## src/rtl/control_ring.sv

```systemverilog
// control_ring: alarm ring sequencer producing the beep cadence, stop, snooze and timeout.
// Build option: define CONTROL_RING_SNOOZE_EN to enable the snooze feature.
module control_ring #(
   parameter int HALF_PERIOD   = 50_000_000,
   parameter int RING_HALVES   = 120,
   parameter int SNOOZE_HALVES = 600,
   parameter int SNOOZE_MAX    = 3
) (
   input  logic clk,
   input  logic reset,
   input  logic alarma_on,
   input  logic activring,
   input  logic apagar,
   input  logic posponer,
   output logic buzzer,
   output logic led_ring,
   output logic sonando,
   output logic pospuesto
);

   typedef enum logic [1:0] {
      IDLE,
      BEEP_ON,
      BEEP_OFF,
      SNOOZE
   } state_t;

   localparam logic [26:0] PRE_LAST  = 27'(HALF_PERIOD - 1);
   localparam logic [9:0]  RING_LAST = 10'(RING_HALVES);

   state_t      state;
   logic [26:0] prescaler;
   logic [9:0]  halves;
   logic [9:0]  halves_nxt;
   logic        half_done;
   logic        activring_q;
   logic        apagar_q;
   logic        posponer_q;
   logic        activring_rise;
   logic        apagar_rise;
   logic        snooze_req;
   logic        stop;

   assign activring_rise = activring & ~activring_q;
   assign apagar_rise    = apagar & ~apagar_q;
   assign stop           = ~alarma_on | apagar_rise;
   assign half_done      = prescaler == PRE_LAST;
   assign halves_nxt     = halves + 10'd1;

`ifdef CONTROL_RING_SNOOZE_EN
   localparam logic [9:0] SNOOZE_LAST = 10'(SNOOZE_HALVES);
   localparam logic [2:0] SNOOZE_LIM  = 3'(SNOOZE_MAX);

   logic [2:0] snoozes;
   logic       posponer_rise;

   assign posponer_rise = posponer & ~posponer_q;
   assign snooze_req    = posponer_rise && (snoozes < SNOOZE_LIM);
   assign pospuesto     = state == SNOOZE;

   always_ff @(posedge clk) begin
      if (reset) begin
         snoozes <= '0;
      end else if (!stop) begin
         if (state == IDLE && activring_rise)
            snoozes <= '0;
         else if ((state == BEEP_ON || state == BEEP_OFF) && snooze_req)
            snoozes <= snoozes + 3'd1;
      end
   end
`else
   logic unused_snooze;

   assign snooze_req    = 1'b0;
   assign pospuesto     = 1'b0;
   assign unused_snooze = ^{posponer, posponer_q,
                            10'(SNOOZE_HALVES), 3'(SNOOZE_MAX)};
`endif

   always_ff @(posedge clk) begin
      if (reset) begin
         state       <= IDLE;
         prescaler   <= '0;
         halves      <= '0;
         activring_q <= 1'b0;
         apagar_q    <= 1'b0;
         posponer_q  <= 1'b0;
      end else begin
         activring_q <= activring;
         apagar_q    <= apagar;
         posponer_q  <= posponer;
         if (stop) begin
            state <= IDLE;
         end else begin
            unique case (state)
               IDLE: begin
                  if (activring_rise) begin
                     state     <= BEEP_ON;
                     prescaler <= '0;
                     halves    <= '0;
                  end
               end
               BEEP_ON, BEEP_OFF: begin
                  // a snooze on the final half-period wins over timeout
                  if (snooze_req) begin
                     state     <= SNOOZE;
                     prescaler <= '0;
                     halves    <= '0;
                  end else if (half_done) begin
                     prescaler <= '0;
                     halves    <= halves_nxt;
                     if (halves_nxt == RING_LAST)
                        state <= IDLE;
                     else if (state == BEEP_ON)
                        state <= BEEP_OFF;
                     else
                        state <= BEEP_ON;
                  end else begin
                     prescaler <= prescaler + 27'd1;
                  end
               end
`ifdef CONTROL_RING_SNOOZE_EN
               SNOOZE: begin
                  if (half_done) begin
                     prescaler <= '0;
                     if (halves_nxt == SNOOZE_LAST) begin
                        state  <= BEEP_ON;
                        halves <= '0;
                     end else begin
                        halves <= halves_nxt;
                     end
                  end else begin
                     prescaler <= prescaler + 27'd1;
                  end
               end
`endif
               default: state <= IDLE;
            endcase
         end
      end
   end

   assign buzzer   = state == BEEP_ON;
   assign sonando  = (state == BEEP_ON) || (state == BEEP_OFF);
   assign led_ring = state != IDLE;

endmodule

```

## config.mk

```make
export PLATFORM = sky130hd
export DESIGN_NAME = control_ring
export DESIGN_NICKNAME = d
export VERILOG_FILES = /design/src/rtl/control_ring.sv
export SDC_FILE = /design/constraint.sdc
export NUM_CORES = 1
export LEC_CHECK = 0
export CORE_ASPECT_RATIO = 2
export CORE_MARGIN = 1.5
export CORE_UTILIZATION = 48
export DETAILED_ROUTE_END_ITERATION = 16
export HOLD_SLACK_MARGIN = 0.05
export PLACE_DENSITY = 0.68
export SETUP_SLACK_MARGIN = 0.4
export SYNTH_ARGS = -nofsm -noshare
export SYNTH_HDL_FRONTEND = slang
export SYNTH_SLANG_ARGS = --single-unit
export TNS_END_PERCENT = 30
```

## constraint.sdc

```tcl
create_clock -name clk -period 2.1 [get_ports clk]
set_input_delay 0.525 -clock clk [delete_from_list [all_inputs] [get_ports clk]]
set_output_delay 0.525 -clock clk [all_outputs]
set_load 0.02 [all_outputs]
```

# [Yosys cells after proc, flatten, opt, wreduce, memory -nomap -nowiden]
# Cells that the tools add are included.
[totals] regBits=41 in_bits=6 word_cells=40
[op_classes] addsub=2 eq_ne=6 muxes=11 bitwise_logic=7 n_reduce_logical=9
[op_table] cell="27-bit two-way mux" n=2
[op_table] cell="27-bit one-hot mux with 2 select lines" n=1
[op_table] cell="27-bit by 1-bit adder with 27-bit output, second input constant" n=1
[op_table] cell="27-bit by 26-bit == test with 1-bit output, second input constant" n=1
[op_table] cell="10-bit two-way mux" n=2
[op_table] cell="10-bit one-hot mux with 2 select lines" n=1
[op_table] cell="10-bit by 1-bit adder with 10-bit output, second input constant" n=1
[op_table] cell="10-bit by 7-bit == test with 1-bit output, second input constant" n=1
[op_table] cell="2-bit two-way mux" n=4
[op_table] cell="2-bit != test, second input constant" n=2
[op_table] cell="1-bit inverter" n=4
[op_table] cell="2-bit one-hot mux with 2 select lines" n=1
[op_table] cell="4-bit AND reduction" n=1
[op_table] cell="2-bit nonzero test" n=2
[op_table] cell="2-bit OR reduction" n=2
[op_table] cell="3-bit AND reduction" n=1
[op_table] cell="1-bit bitwise AND" n=2
[op_table] cell="2-bit by 1-bit == test with 1-bit output, second input constant" n=1
[op_table] cell="2-bit == test, second input constant" n=1
[op_table] cell="2-bit logical NOT" n=1
[op_table] cell="2-bit AND reduction" n=1
[op_table] cell="1-bit logical OR" n=1
[op_table] cell="1-bit OR" n=1

# [Logic depth before layout (Yosys ltp)]
[logic_depth] depth_word=5 mapped_depth=8 depth_no_buf=6

# [Least setup slack after synthesis]
# Ideal clock, no wire load.
[synth_timing] path_kind="input to register" start="in apagar" end="reg prescaler[21]" setup_ns=0.071 arrival_ns=2.160 required_ns=2.029 path_slack_ns=-0.131 path_stages=7 path_buffers=2 path_cell_list="nor2b_1 > a211o_1 > buf_2 > or4b_1 > clkbuf_1 > or3_1 > a21oi_1"
[synth_via] elab_chain_cells=4
[synth_lines] item="start: declaration" line="13" text="input logic apagar,"
[synth_lines] item="1-bit bitwise AND" line="45" text="assign apagar_rise = apagar & ~apagar_q;"
[synth_lines] item="1-bit OR" line="46" text="assign stop = ~alarma_on | apagar_rise;"
[synth_lines] item="1-bit inverter (no line)"
[synth_lines] item="3-bit AND reduction (no line)"
[synth_lines] item="end signal: assignment" line="119" text="prescaler <= prescaler + 27'd1;"
[synth_lines] item="end: declaration" line="32" text="logic [26:0] prescaler;"
# Every way passes these cells.
# A chain may end at the register's enable or synchronous reset.

# [Final worst setup path]
[layout_timing] start="reg state[0]" end="reg prescaler[21]"
[layout_via] elab_chain_cells=4 word_cells_on_any_way=8 classes_between="3 x eq/ne; 1 x mux; 4 x reduce/logical"
[layout_lines] item="start: declaration" line="31" text="state_t state;"
[layout_lines] item="start signal: assignment" line="82" text="state <= IDLE;"
[layout_lines] item="start signal: assignment" line="93" text="state <= IDLE;"
[layout_lines] item="start signal: assignment" line="98" text="state <= BEEP_ON;"
[layout_lines] item="2-bit by 1-bit == test with 1-bit output / 2-bit == test (equally long branches)" line="95" text="unique case (state)"
[layout_lines] item="2-bit OR reduction" line="95"
[layout_lines] item="2-bit nonzero test (no line)"
[layout_lines] item="3-bit AND reduction (no line)"
# Several ways; a longest one is shown, not always the timed one.

==> impl_metrics.csv <==
group,metric,value,unit
timing,finalCritPeriodShare,101,%
floorplanning,core,4420,sq um
global_routing,grt.total_usage,24.6,%
setup_path,cp_slowest_cell,"or4b_4",
synthesis,ys_seq_elements,41,
setup_path,crit_chain,"ha_4, nand2b_4, a211o_1, buf_4, or4b_4, or3_1, a21oi_1",
setup_path,path_class,"register to register",
detailed_routing,via_per_inst,5.95,
placement,placed_area,2630,sq um
setup_path,r2r-start,"state[0]$_SDFFE_PP0P_",
synthesis,synth_area_leaders,"dfxtp_1 37%, nand3_1 5.2%, xnor2_1 5.1%",
cts,cts-htree-levels,2,
placement,dp_hpwl,4020,microns
synthesis,synthAdderAreaFrac,2.80,%
global_routing,antenna_found_initial,0,
worst_hold_path,whs_endpoint,"prescaler[26]$_SDFFE_PP0P_",
pwr,power.switching,0.000346,W
synthesis,synth.avg_cell_area,8.32,sq um
synthesis,yosys.area_share.simple,33.7,%
detailed_routing,route.detailed.drc,0,
setup_path,reg2reg_depth,7,
floorplanning,die_y,99.4,microns
synthesis,synth_xor_xnor_area_share,6.28,%
floorplanning,die_x,51.2,microns
detailed_routing,vias,2196,
timing,post-route-min-period,2.11,ns
synthesis,synth-main-ff-cell,"dfxtp_1",
timing,fmax,473,MHz
pwr,power_density,466,nW/um^2
detailed_routing,drt-total-wl,5900,microns
flow_run,maxCapViolCount,0,
pwr,power_frac_clock,35.5,%
floorplanning,dieArea,5090,sq um
worst_hold_path,min-delay-start,"prescaler[26]$_SDFFE_PP0P_",
cells_and_area,antenna_cells,0,
timing,setup_ws,-0.0139,ns
floorplanning,fp-row-count,34,
synthesis,synth.largest_area_cell,"dfxtp_1",
cells_and_area,final_common_cell,"dfxtp_1",
synthesis,synth_top_family_by_area,"simple AND/OR/NAND/NOR gates",
pwr,p_leak,1.06,nW
setup_path,crit_path_start_kind,"register",
cts,clk_path_buf_depth,2,
synthesis,synth_compound_area_share,15.5,%
setup_path,cp.arrival,2.34,ns
timing,fin_tns_setup,-0.0452,ns
detailed_routing,detail-route-antenna-nets,0,
synthesis,syn-cell-area,2230,sq um
placement,place_congestion,0.866,
timing,hold_violations,0,
setup_path,r2r_setup_slack,-0.01,ns
floorplanning,io_pins,10,
timing,setup_violations,5,
run_status,violations,"negative setup slack",
setup_path,path_max_fanout,7,
setup_path,cp.required,2.33,ns
timing,slew_viol_final,0,
cells_and_area,final_net_count,325,
synthesis,synth_cell_type_count,53,
synthesis,synth_edf_count,0,
synthesis,syn-num-nets,279,
synthesis,ys_warn_count,0,
placement,io_buffers,7,
setup_path,cp_top_family,"simple AND/OR/NAND/NOR gates",
cts,numCtsBuffers,5,
worst_hold_path,holdPathStages,2,
cts,cts-hold-fix-buffers,0,
cts,clk_latency,0.29,ns
synthesis,synth_top_cell_area_share,36.8,%
cts,clk_pin_slew,0.08,ns
pwr,power,0.00142,W
cells_and_area,drive_above_1_share,34.3,%
floorplanning,initial_core_util,50.4,%
detailed_routing,drt_iter0_markers,61,
placement,pre_cts_slack,-0.588,ns
cells_and_area,layout_common_cells,"37 x dfxtp_1, 36 x buf_4, 22 x nand3_1",
setup_path,cp.buffers_inverters,1,
pwr,combPwrFrac,9.3,%
timing,clock-skew-final,0.00879,ns
setup_path,cp.depth,7,
synthesis,yosysSeqAreaShare,36.8,%
global_routing,grt.overflow.total,0,
cells_and_area,fillers,359,
pwr,seq_power_share,55.2,%
run_status,status,"finished with violations",
cts,cts_sinks,41,
global_routing,grt_max_degree,28,
detailed_routing,firstDrtPassIters,4,
pwr,intPower,0.00107,W
cells_and_area,instances_no_fill,369,
detailed_routing,drt-wirelength-per-cell,16.0,microns
synthesis,synth_cells,268,
placement,placed_cells,353,
global_routing,grt_pass1_wl,9600,microns
cts,cts_tree,"yes",
worst_hold_path,hold_class,"register to register",
pwr,switching_share,24.4,%
global_routing,grt_pass1_vias,2206,
synthesis,synthArstFlopShare,0,%
pwr,irDropWorstVdd,494,uV
cts,root_buffer,"clkbuf_8",
cells_and_area,finalInstanceArea,3040,sq um
synthesis,synthMuxAreaShare,0.449,%
setup_path,regToRegEndpoint,"prescaler[21]$_SDFFE_PP0P_",
cells_and_area,area_growth,36.3,%
setup_path,slowest_delay,0.55,ns
timing,rsz0062_at_grt,"true",
setup_path,end_kind,"register",
[synthesized netlist by cell type (2+ instances only)]
library cell,instances
and4_1,5
xor2_1,3
a41o_1,2
nand3_1,23
nand2b_1,5
nor2_1,20
nor4_1,8
and3_1,2
ha_1,5
buf_2,2
and2_1,2
a21oi_1,14
xnor2_1,13
a31oi_1,2
nand4_1,8
or4b_1,2
o2111ai_1,6
or3_1,5
dfxtp_1,41
nor4b_1,4
nand4b_1,3
clkbuf_1,9
nor3_1,5
nor2b_1,3
o31ai_1,2
inv_1,10
o21ai_0,9
o211ai_1,6
or3_2,3
nand2_1,18
or4_1,6
[layer usage]
layer  vias to the layer above  share of wire (%)  global-route usage (%)
met5                         -                  0                       0
li1                       1084                  -                       -
met2                        31                 57                    47.3
met1                      1064                 37                    24.2
met4                         0                3.5                    11.4
met3                        17                1.9                    4.05
[power groups by stage]
| stage | Combinational, W | Sequential, W | Clock, W |
|---|---|---|---|
| 2_1_floorplan | 0.0000629 | 0.000803 | 0 |
| 3_3_place_gp | 0.000114 | 0.000802 | 0 |
| 3_5_place_dp | 0.000114 | 0.000802 | 0 |
| 4_1_cts | 0.000126 | 0.000783 | 0.000506 |
| 5_1_grt | 0.000141 | 0.000783 | 0.000542 |
| 6_report | 0.000132 | 0.000783 | 0.000503 |
[worst register-to-register path: cells and delay by family (launching register included)]
family / cells / cell delay, ns
simple gates: 3 / 1.01
flops: 1 / 0.37
compound gates: 2 / 0.37
fa+ha+maj: 1 / 0.16
buf+inv: 1 / 0.14
[area by class of cell]
type | count | area (sq um) | share of cell area (%)
clock buffer | 8 | 80.1 | 2.63
inverter | 11 | 43.8 | 1.44
timing repair buffer | 52 | 444 | 14.6
tap | 54 | 67.6 | 2.22
sequential | 41 | 831 | 27.3
multi-input combinational | 203 | 1570 | 51.8
[logic make-up (layout without fill, tap and decap cells)]
family | Yosys count | count (layout)
DFF | 41 | 41
muxes | 1 | 1
adders and majority gates | 5 | 5
other | 1 | 1
buffers and inverters | 24 | 71
xor gates and xnor gates | 16 | 16
and+or+nand+nor | 129 | 129
AOI/OAI and AO/OA | 51 | 51
[metrics by stage]
| step | hold WS, ns | util [%] |
|---|---|---|
| 3_3_place_gp | 0.479 | 59.4 |
| 6_report | 0.514 | 68.7 |
| 5_1_grt | 0.556 | 68.7 |
| 2_1_floorplan | 0.458 | - |
| 3_5_place_dp | 0.487 | 59.4 |
| 4_1_cts | 0.505 | 67.6 |
[worst max-delay path by stage]
| stage | from | to | slack (ns) |
|---|---|---|---|
| floorplan | state[1]$_SDFFE_PP0P_ | prescaler[26]$_SDFFE_PP0P_ | -0.07 |
| global placement | activring | prescaler[24]$_SDFFE_PP0P_ | -0.55 |
| detailed placement | activring | prescaler[22]$_SDFFE_PP0P_ | -0.59 |
| CTS | state[1]$_SDFFE_PP0P_ | prescaler[26]$_SDFFE_PP0P_ | -0.01 |
| global route | state[0]$_SDFFE_PP0P_ | prescaler[21]$_SDFFE_PP0P_ | -0.10 |
| finish | state[0]$_SDFFE_PP0P_ | prescaler[21]$_SDFFE_PP0P_ | -0.01 |
[flip-flops by register name (all words and copies together), names as in the netlist]
signal,cells
activring_q,1
apagar_q,1
halves,10
prescaler,27
state,2
[repair_timing]
item | in CTS | in global routing
pin swaps | 23 | 17
buffers inserted | 7 | 1
gates resized for setup | 66 | 16
setup endpoints to repair | 42 | 42
No activity file was read; power rests on OpenSTA's default activity.
